==> src/rtl/sipo_rx.sv <==
// sipo_rx: serial-to-parallel receiver with sync-framed words, overrun flag and optional parity check (SIPO_RX_PARITY_CHECK_EN)
module sipo_rx #(
  parameter int WIDTH = 4
) (
  input  logic             clk,
  input  logic             clr,
  input  logic             sin,
  input  logic             sen,
  input  logic             sync,
  input  logic             rd,
  output logic [WIDTH-1:0] pout,
  output logic             pvalid,
  output logic             busy,
  output logic             ovr,
  output logic             perr
);
  localparam int CW = $clog2(WIDTH + 1);
  typedef enum logic [1:0] {IDLE, SHIFT, PAR} state_t;
  state_t state, state_n;
  logic [CW-1:0] cnt, cnt_n;
  logic [WIDTH-1:0] sh, sh_n;
  logic done;
`ifdef SIPO_RX_PARITY_CHECK_EN
  logic par_n;
`endif
  assign busy = state != IDLE;
  // Framing FSM state, bit count and shift register
  always_ff @(posedge clk or posedge clr)
    if (clr) begin
      state <= IDLE;
      cnt <= '0;
      sh <= '0;
    end else begin
      state <= state_n;
      cnt <= cnt_n;
      sh <= sh_n;
    end
  // Next state; sync always restarts a word, so the MSB lands in bit 0 and shifts up
  always_comb begin
    state_n = state;
    cnt_n = cnt;
    sh_n = sh;
    done = 1'b0;
`ifdef SIPO_RX_PARITY_CHECK_EN
    par_n = 1'b0;
`endif
    if (sen) begin
      if (sync) begin
        state_n = SHIFT;
        cnt_n = CW'(1);
        sh_n = {{(WIDTH-1){1'b0}}, sin};
      end else if (state == SHIFT) begin
        sh_n = {sh[WIDTH-2:0], sin};
        cnt_n = cnt + 1'b1;
        if (cnt == CW'(WIDTH - 1)) begin
          cnt_n = '0;
`ifdef SIPO_RX_PARITY_CHECK_EN
          state_n = PAR;
`else
          state_n = IDLE;
          done = 1'b1;
`endif
        end
      end
`ifdef SIPO_RX_PARITY_CHECK_EN
      else if (state == PAR) begin
        state_n = IDLE;
        done = 1'b1;
        par_n = ^{sh, sin};
      end
`endif
    end
  end
  // Output word register: a completed word is dropped (and ovr set) only if the previous one is still unread
  always_ff @(posedge clk or posedge clr)
    if (clr) begin
      pout <= '0;
      pvalid <= 1'b0;
      ovr <= 1'b0;
    end else if (done && pvalid && !rd) ovr <= 1'b1;
    else if (done) begin
      pout <= sh_n;
      pvalid <= 1'b1;
    end else if (rd) pvalid <= 1'b0;
`ifdef SIPO_RX_PARITY_CHECK_EN
  // Parity result travels with the word it belongs to
  always_ff @(posedge clk or posedge clr)
    if (clr) perr <= 1'b0;
    else if (done && (!pvalid || rd)) perr <= par_n;
`else
  assign perr = 1'b0;
`endif
endmodule

==> config.mk <==
export PLATFORM = sky130hd
export DESIGN_NAME = sipo_rx
export DESIGN_NICKNAME = d
export VERILOG_FILES = /design/src/rtl/sipo_rx.sv
export SDC_FILE = /design/constraint.sdc
export NUM_CORES = 1
export LEC_CHECK = 0
export ABC_AREA = 1
export BUFFER_PORTS_ARGS = -buffer_cell sky130_fd_sc_hd__buf_2
export CORE_AREA = 2 2 39 41
export CTS_CLUSTER_DIAMETER = 150
export CTS_CLUSTER_SIZE = 14
export DETAILED_ROUTE_END_ITERATION = 7
export DIE_AREA = 0 0 41 43
export HOLD_SLACK_MARGIN = 0.06
export PLACE_DENSITY_LB_ADDON = 0.1
export SYNTH_ARGS = -nofsm -noshare
export SYNTH_HDL_FRONTEND = slang
export SYNTH_SLANG_ARGS = --single-unit
==> constraint.sdc <==
create_clock -name clk -period 3.75 [get_ports clk]
set_clock_uncertainty 0.2 [all_clocks]
set_input_delay 0.75 -clock clk [delete_from_list [all_inputs] [get_ports clk]]
set_output_delay 0.75 -clock clk [all_outputs]
set_load 0.005 [all_outputs]
# == Word-level counts from Yosys, hierarchy flattened ==
# Cells that the tools add are included.
# op_classes
add_sub_neg,1
n_eq_ne,2
muxes,15
bitwise_logic,1
reduce_logical,11
# op_table
op,count
two-way mux 4 bit,3
two-way mux 3 bit,3
nonzero test 2 bit,4
two-way mux 1 bit,6
two-way mux 2 bit,3
AND reduction 2 bit,3
"adder 3 x 1 -> 3 bit, second input constant",1
"== test 3 x 2 -> 1 bit, second input constant",1
AND reduction 3 bit,1
"== test 2 x 1 -> 1 bit, second input constant",1
logical AND 1 bit,2
zero test 1 bit,1
inverter 1 bit,1
# totals
reg_bits,15
input_bits,6
word_cells,36

# == Longest topological paths before layout ==
# Gate-level depths: netlist (run 1).
# logic_depth
word_depth,9
ltp_mapped,6
depth_no_buf,6

# == Worst setup path after synthesis (run 1) ==
# No wires, ideal clock.
# synth_timing
kind,input -> register
start,input port sync
end,register pout[1]
setup_ns,0.116
t_arrival_ns,1.234
slack_ns,2.200
cell_stages,6
path_cell_list,inv_1 > nand3_2 > nor2_4 > nand2_2 > nand2_1 > nand2_1
# synth_between
elab_chain_cells,6
word_cells_on_any_way,8
cone_classes,mux: 4; bitwise: 1; reduce/logical: 3
# synth_lines
item,line_no,rtl
"start, declared",9,"input logic sync,"
two-way mux 1 bit,48,if (sync) begin
two-way mux 1 bit,47,if (sen) begin
logical AND 1 bit (2 in a row),80,end else if (done && pvalid && !rd) ovr <= 1'b1;
inverter 1 bit (no source line),--,
AND reduction 2 bit (no source line),--,
"end signal, assigned",82,pout <= sh_n;
"end, declared",11,"output logic [WIDTH-1:0] pout,"
# Parallel ways exist; a longest one is shown, timed or not.
# A chain may end at the register's enable or synchronous reset.

# == Worst setup path after layout (run 1) ==
# layout_timing
start,register state[0]
end,output port busy
# layout_between
elab_chain_cells,1
# layout_lines
item,line_no,rtl
"start, declared",19,"state_t state, state_n;"
"start signal, assigned",34,state <= state_n;
nonzero test 2 bit,26,assign busy = state != IDLE;
"end, declared",13,"output logic busy,"
# Every way passes these cells.

==> metrics, run 1 <==
Diodes inserted 0; final worst-path cycle share between 40% and 50%; design area 773.2 um2; worst reg2reg setup slack 2.34 ns; # IOs 14; max-slew violation count 0; Die Area 1763 um2; max incr delay on CP between 0.4 and 0.5 ns; part of the power in registers between 40% and 50%; Placeable Area between 1000 and 1500 um2; Data required, critical path approximately 2.8 ns; Post-synth EDFFs 0; switching share of total power a little over a third; Sw Pwr approximately 180 uW; Syn Nets 84; Synthesis Warnings 0; ys flop type dfrtp_1; worst-skew pair later-pin latency approximately 0.28 ns; DRC 0; Comb pwr share between 30% and 40%; CP Capture Type primary output; final net count 100; GRT Total Usage 17.57%; Detailed Place HPWL roughly 890 um; Worst-path clk slew approximately 0.090 ns; WL final 1.184 mm; vias in the first global route between 400 and 500; Slew HR 64.76%; Synth cell types 17; Yosys top cell by area dfrtp_1; Reg2Reg Depth 6; detail-routed via count per cell 4.648; ys async rst share 100.0%; Post-Syn Instances 77; WHS Endpoint ovr$_DFFE_PP0P_; Setup TNS 0 ns; Post-CTS Setup Bufs 0; Fmax 542.4 MHz; final core area utilization around 56%; Port Buf Inserts 12; Hold/Removal Path Class reg -> reg; area grow syn2layout 16.38%; sequential share of the synthesized area between 50 and 60%; Clock power frac a little over a fifth; Detail Route Antenna Nets 0; Internal ~330 uW; Worst Path Buf+Inv 1; most frequent cell after synthesis nand2_1; RSZ-0062 raised after global routing false; CTS max path bufs 2; htree depth 1; Max rail drop VDD approximately 0.37 mV; Hold Path Stages 1; total CTS buffers 3; via count about 500; post-synthesis cell area about 660 um2; slowest CP cell dfrtp_1; wire per inst approximately 11 um; Tot Pwr around 510 uW; Mean Syn Cell Area ~8.6 um2; critical path fanouts, max 6; cts repair resizes 0; iteration-0 DRC count of the detailed router 8; largest net degree at the start of global routing 15; total gr overflow 0; hold buffer count at cts 0; CP top delay family flip-flops; pwr dens around 650 nW/um2; fin crit period between 1.5 and 2 ns; WP data arrival roughly 0.89 ns; Non-Filler Instances roughly 110; Synth top area share 52.73%; clock sinks 14; die width slightly above 40 um; CP Cell Sequence buf_2; status completed; Slew @ Worst Pin about 0.53 ns; Placer Congestion 0.7552; Hold Path Origin ovr$_DFFE_PP0P_; CP startpoint kind flip-flop; layout cells sized above 1 ~30%; first-pass GRT wire length between 1.5 and 2 mm; worst flop-to-flop path startpoint cnt[1]$_DFFE_PP0P_; Setup-failing EPs final 0; initial antenna violation count 0; Initial Util about 48%; Hold Vio Cnt, Final 0; top cells by area, synth dfrtp_1, nand2_1, inv_1; worst r2r dst pout[3]$_DFFE_PP0P_; Die Ht approximately 43 um; Placed Instances 104; CTS tree done; root buf cell clkbuf_4; num rows 14; flops & latches, synth 14; max_cap viols 0; most frequent cells after synthesis nand2_1, dfrtp_1, inv_1; drt pass-1 iters 4; Setup CP Type reg -> out; DP Area 737.0 um2; Leakage between 0.4 and 0.5 nW
[final cells by class]
type,instances,area [um2]
multi-input combinational,50,261.5
clock buffer,4,36.28
sequential,14,350.3
tap,16,20.02
fill,144,610.6
inverter,12,45.04
timing repair buffer,12,60.06
[state kept, by name, summed over array words and instances, names as in the netlist]
register and cells:
pvalid 1, cnt 3, pout 4, state 1, ovr 1, sh 4
[logic make-up after synthesis]
family                   count (synthesis)  share of synthesized area [%]
AND/OR/NAND/NOR                         43                          32.21
flip-flops                              14                          52.73
buffers and inverters                   13                          7.910
AO/OA/AOI/OAI                            5                          4.708
adder cells (fa/ha/maj)                  1                          1.883
other                                    1                         0.5644
[metrics by stage]
stage	hold slack, ns	setup WS (ns)
finish	0.2772	1.906
global route	0.3007	1.827
CTS	0.2719	1.877
detailed placement	0.2504	1.943
global placement	0.2493	1.960
floorplan	0.2563	2.200
[power groups by stage]
stage / combinational (mW) / sequential, mW / clock, mW
finish: 0.164 / 0.231 / 0.110
global route: 0.189 / 0.238 / 0.123
floorplan: 0.109 / 0.235 / 0
detailed placement: 0.166 / 0.235 / 0
CTS: 0.168 / 0.232 / 0.114
global placement: 0.163 / 0.234 / 0
[routing by layer]
layer | wire length, um | global-route usage (%) | vias to the layer above
met1 | 597 | 26.04 | 225
met2 | 518 | 21.56 | 10
met3 | 48 | 4.712 | 2
li1 | - | - | 265
met5 | 0 | 0 | -
met4 | 20 | 12.00 | 0
[worst max path at each step]
stage | start | to | slack, ns | cells after the start
2_1_floorplan | sync | pout[1]$_DFFE_PP0P_ | 2.20 | 6
3_3_place_gp | sync | pout[2]$_DFFE_PP0P_ | 1.96 | 7
3_5_place_dp | sync | pout[3]$_DFFE_PP0P_ | 1.94 | 7
4_1_cts | state[0]$_DFFE_PP0P_ | busy | 1.88 | 1
5_1_grt | state[0]$_DFFE_PP0P_ | busy | 1.83 | 1
6_report | state[0]$_DFFE_PP0P_ | busy | 1.91 | 1
[cells in the final DEF, fill, tap and decap left out]
master    instances
a21o_2            1
a21oi_1           3
buf_2            12
clkbuf_4          3
clkbuf_8          1
conb_1            1
dfrtp_1          14
ha_1              1
inv_1            11
inv_2             1
nand2_1          24
nand2_2           6
nand3_1           7
nand3_2           1
nor2_1            2
nor2_2            1
nor2_4            1
nor3_4            1
o211ai_1          1
(Power assumes the default switching activity.)
==> run 2, diff against run 1 <==
--- a/config.mk
+++ b/config.mk
@@ -7,11 +7,11 @@
 export LEC_CHECK = 0
 export ABC_AREA = 1
 export BUFFER_PORTS_ARGS = -buffer_cell sky130_fd_sc_hd__buf_2
-export CORE_AREA = 2 2 39 41
+export CORE_MARGIN = 2
+export CORE_UTILIZATION = 50
 export CTS_CLUSTER_DIAMETER = 150
 export CTS_CLUSTER_SIZE = 14
 export DETAILED_ROUTE_END_ITERATION = 7
-export DIE_AREA = 0 0 41 43
 export HOLD_SLACK_MARGIN = 0.06
 export PLACE_DENSITY_LB_ADDON = 0.1
 export SYNTH_ARGS = -nofsm -noshare
==> constraint.sdc (replaced) <==
create_clock -name clk -period 1.7 [get_ports clk]
set_clock_uncertainty 0.2 [all_clocks]
set_input_delay 0.34 -clock clk [delete_from_list [all_inputs] [get_ports clk]]
set_output_delay 0.34 -clock clk [all_outputs]
set_load 0.005 [all_outputs]
==> metrics, run 2 (synthesis gave the netlist of run 1 again) <==
Slew @ Worst Pin 0.5441 ns (was 0.5281 ns); CP Capture Type flip-flop (was primary output); root buf cell clkbuf_4 (unchanged); via count 520 (was 502); Clock power frac 21.5% (was 21.8%); DRC 0 (unchanged); Hold Vio Cnt, Final 0 (unchanged); Leakage 0.4412 nW (was 0.4370 nW); wire per inst 10.96 um (unchanged); Initial Util 52.37% (was 48.01%); initial antenna violation count 0 (unchanged); Port Buf Inserts 12 (unchanged); Diodes inserted 0 (unchanged); Fmax between 700 and 800 MHz; Slew HR 63.69% (was 64.76%); RSZ-0062 raised after global routing false (unchanged); CTS max path bufs 2 (unchanged); status completed (unchanged); final net count 101 (was 100); fin crit period about 1.4 ns; largest net degree at the start of global routing 15 (unchanged); htree depth 1 (unchanged); Data required, critical path 1.68 ns (was 2.80 ns); total CTS buffers 3 (unchanged); fillers 123 (was 144); Worst Setup SP cnt[0]$_DFFE_PP0P_ (was state[0]$_DFFE_PP0P_); Comb pwr share 32.5% (about the same); Setup-failing EPs final 0 (unchanged); worst setup path end pout[3]$_DFFE_PP0P_ (was busy); max_cap viols 0 (unchanged); Setup CP Type reg -> reg (was reg -> out); worst r2r dst pout[3]$_DFFE_PP0P_ (unchanged); Detailed Place HPWL 893.4 um (was 891.7 um); Die Ht 40.45 um (was 43 um); detail-routed via count per cell 4.815 (was 4.648); vias in the first global route 421 (was 464); top flop regs pout (4), sh (4), cnt (3) (unchanged); max-slew violation count 0 (unchanged); Reg2Reg Depth 6 (unchanged); CTS tree done (unchanged); switching share of total power 34.90% (was 35.00%); slowest CP cell dfrtp_1 (unchanged); num rows 13 (was 14); clock sinks 14 (unchanged); area grow syn2layout 17.70% (was 16.38%); die width 40.45 um (was 41 um); iteration-0 DRC count of the detailed router 11 (was 8); final worst-path cycle share ~83%; final core area utilization 61.64% (was 55.88%); first-pass GRT wire length 1.780 mm (was 1.980 mm); Max rail drop VDD 0.8853 mV (was 0.3719 mV); WP data arrival 1.40 ns (was 0.89 ns); total gr overflow 0 (unchanged); max incr delay on CP 0.36 ns (was 0.46 ns); CP top delay family simple AND/OR/NAND/NOR gates (was flip-flops); final setup margin 0.2805 ns (was 1.906 ns); # IOs 14 (unchanged); Die Area 1636 um2 (was 1763 um2); worst reg2reg setup slack 0.28 ns (was 2.34 ns); commonest non-fill, non-tap cells in the layout nand2_1, dfrtp_1, buf_2 (unchanged); Placeable Area 1269 um2 (was 1384 um2); Hold/Removal Path Class in -> reg (was reg -> reg); part of the power in registers 46.0% (was 45.8%); Stages on worst setup path 6 (was 1); pre-CTS setup slack 0.2806 ns (was 1.943 ns); worst-skew pair later-pin latency 0.28 ns (about the same); Setup TNS 0 ns (unchanged); Placer Congestion 0.7531 (was 0.7552); Internal 725.9 uW (was 328.4 uW); critical path fanouts, max 5 (was 6); drt pass-1 iters 4 (unchanged); GRT Total Usage 17.82% (was 17.57%); Sw Pwr 389.2 uW (was 176.8 uW); Post-CTS Setup Bufs 0 (unchanged); most common cell after layout, fill and taps aside nand2_1 (unchanged); cell mode on critical path nand2_1; pwr dens 1426 nW/um2 (was 653.5 nW/um2); Worst-path clk slew 0.09 ns (about the same); CP startpoint kind flip-flop (unchanged); CP Cell Sequence ha_1, nand2_1, nor2_4, nand2_2, nand2_1, nand2_1 (was buf_2); WL final 1.184 mm (unchanged); worst flop-to-flop path startpoint cnt[0]$_DFFE_PP0P_ (was cnt[1]$_DFFE_PP0P_); Worst Path Buf+Inv 0 (was 1); Detail Route Antenna Nets 0 (unchanged); layout cells sized above 1 30.11% (was 30.43%)
-- run 2: cell types whose count changed in the layout (fill, tap and decap cells not counted), sizes merged --
cell,delta
dlygate4sd3,+1
-- run 2: per-layer routing --
metal	up-vias	GRT usage, %	share of wire [%]
met5	-	0	0
met3	2	5.000	4.5
li1	266	-	-
met4	0	12.50	1.0
met2	10	24.60	45
met1	242	23.61	50
-- run 2: layout make-up --
class / count / area, um2 / area share, %
inverters: 12 / 45.04 / 5.760
clock buffers: 4 / 36.28 / 4.640
repair buffers: 13 / 70.07 / 8.960
multi-input cells: 50 / 261.5 / 33.44
well taps: 15 / 18.77 / 2.400
flip-flops and latches: 14 / 350.3 / 44.80
-- run 2: metrics by stage --
stage                     cell area [um2]  hold slack (ns)  power [mW]  instances
after floorplan                     664.4          0.02922      0.7591         77
after global placement              735.7           0.1975      0.8769        103
after detailed placement            735.7           0.2104      0.8839        103
after CTS                           782.0          0.06787       1.129        108
after global routing                782.0          0.08861       1.211        108
final                               782.0          0.07314       1.115        108
-- run 2: power by group through the flow --
stage	Clock, mW	Sequential, mW	Combinational, mW
floorplan	0	0.518	0.241
global placement	0	0.516	0.361
detailed placement	0	0.519	0.365
CTS	0.247	0.513	0.369
global route	0.262	0.529	0.420
finish	0.240	0.513	0.362
-- run 2: worst min-delay path, cell delays in order --
cell     delay, ns
buf_2         0.07
nand2_1       0.05
nand2_2       0.06
-- run 2: worst min-delay path by stage --
stage,startpoint,end,slack [ns],depth (start not counted)
3_5_place_dp,clr,pout[1]$_DFFE_PP0P_,0.21,2
5_1_grt,sin,sh[0]$_DFF_PP0_,0.09,3
2_1_floorplan,clr,cnt[0]$_DFFE_PP0P_,0.03,1
4_1_cts,sin,sh[0]$_DFF_PP0_,0.07,3
3_3_place_gp,clr,pout[0]$_DFFE_PP0P_,0.20,2
6_report,sin,sh[0]$_DFF_PP0_,0.07,3
-- run 2: repair_timing --
item                      in CTS  in global routing
resized for setup              0                  0
hold endpoints to repair      14                  0
hold buffers                   1                  0
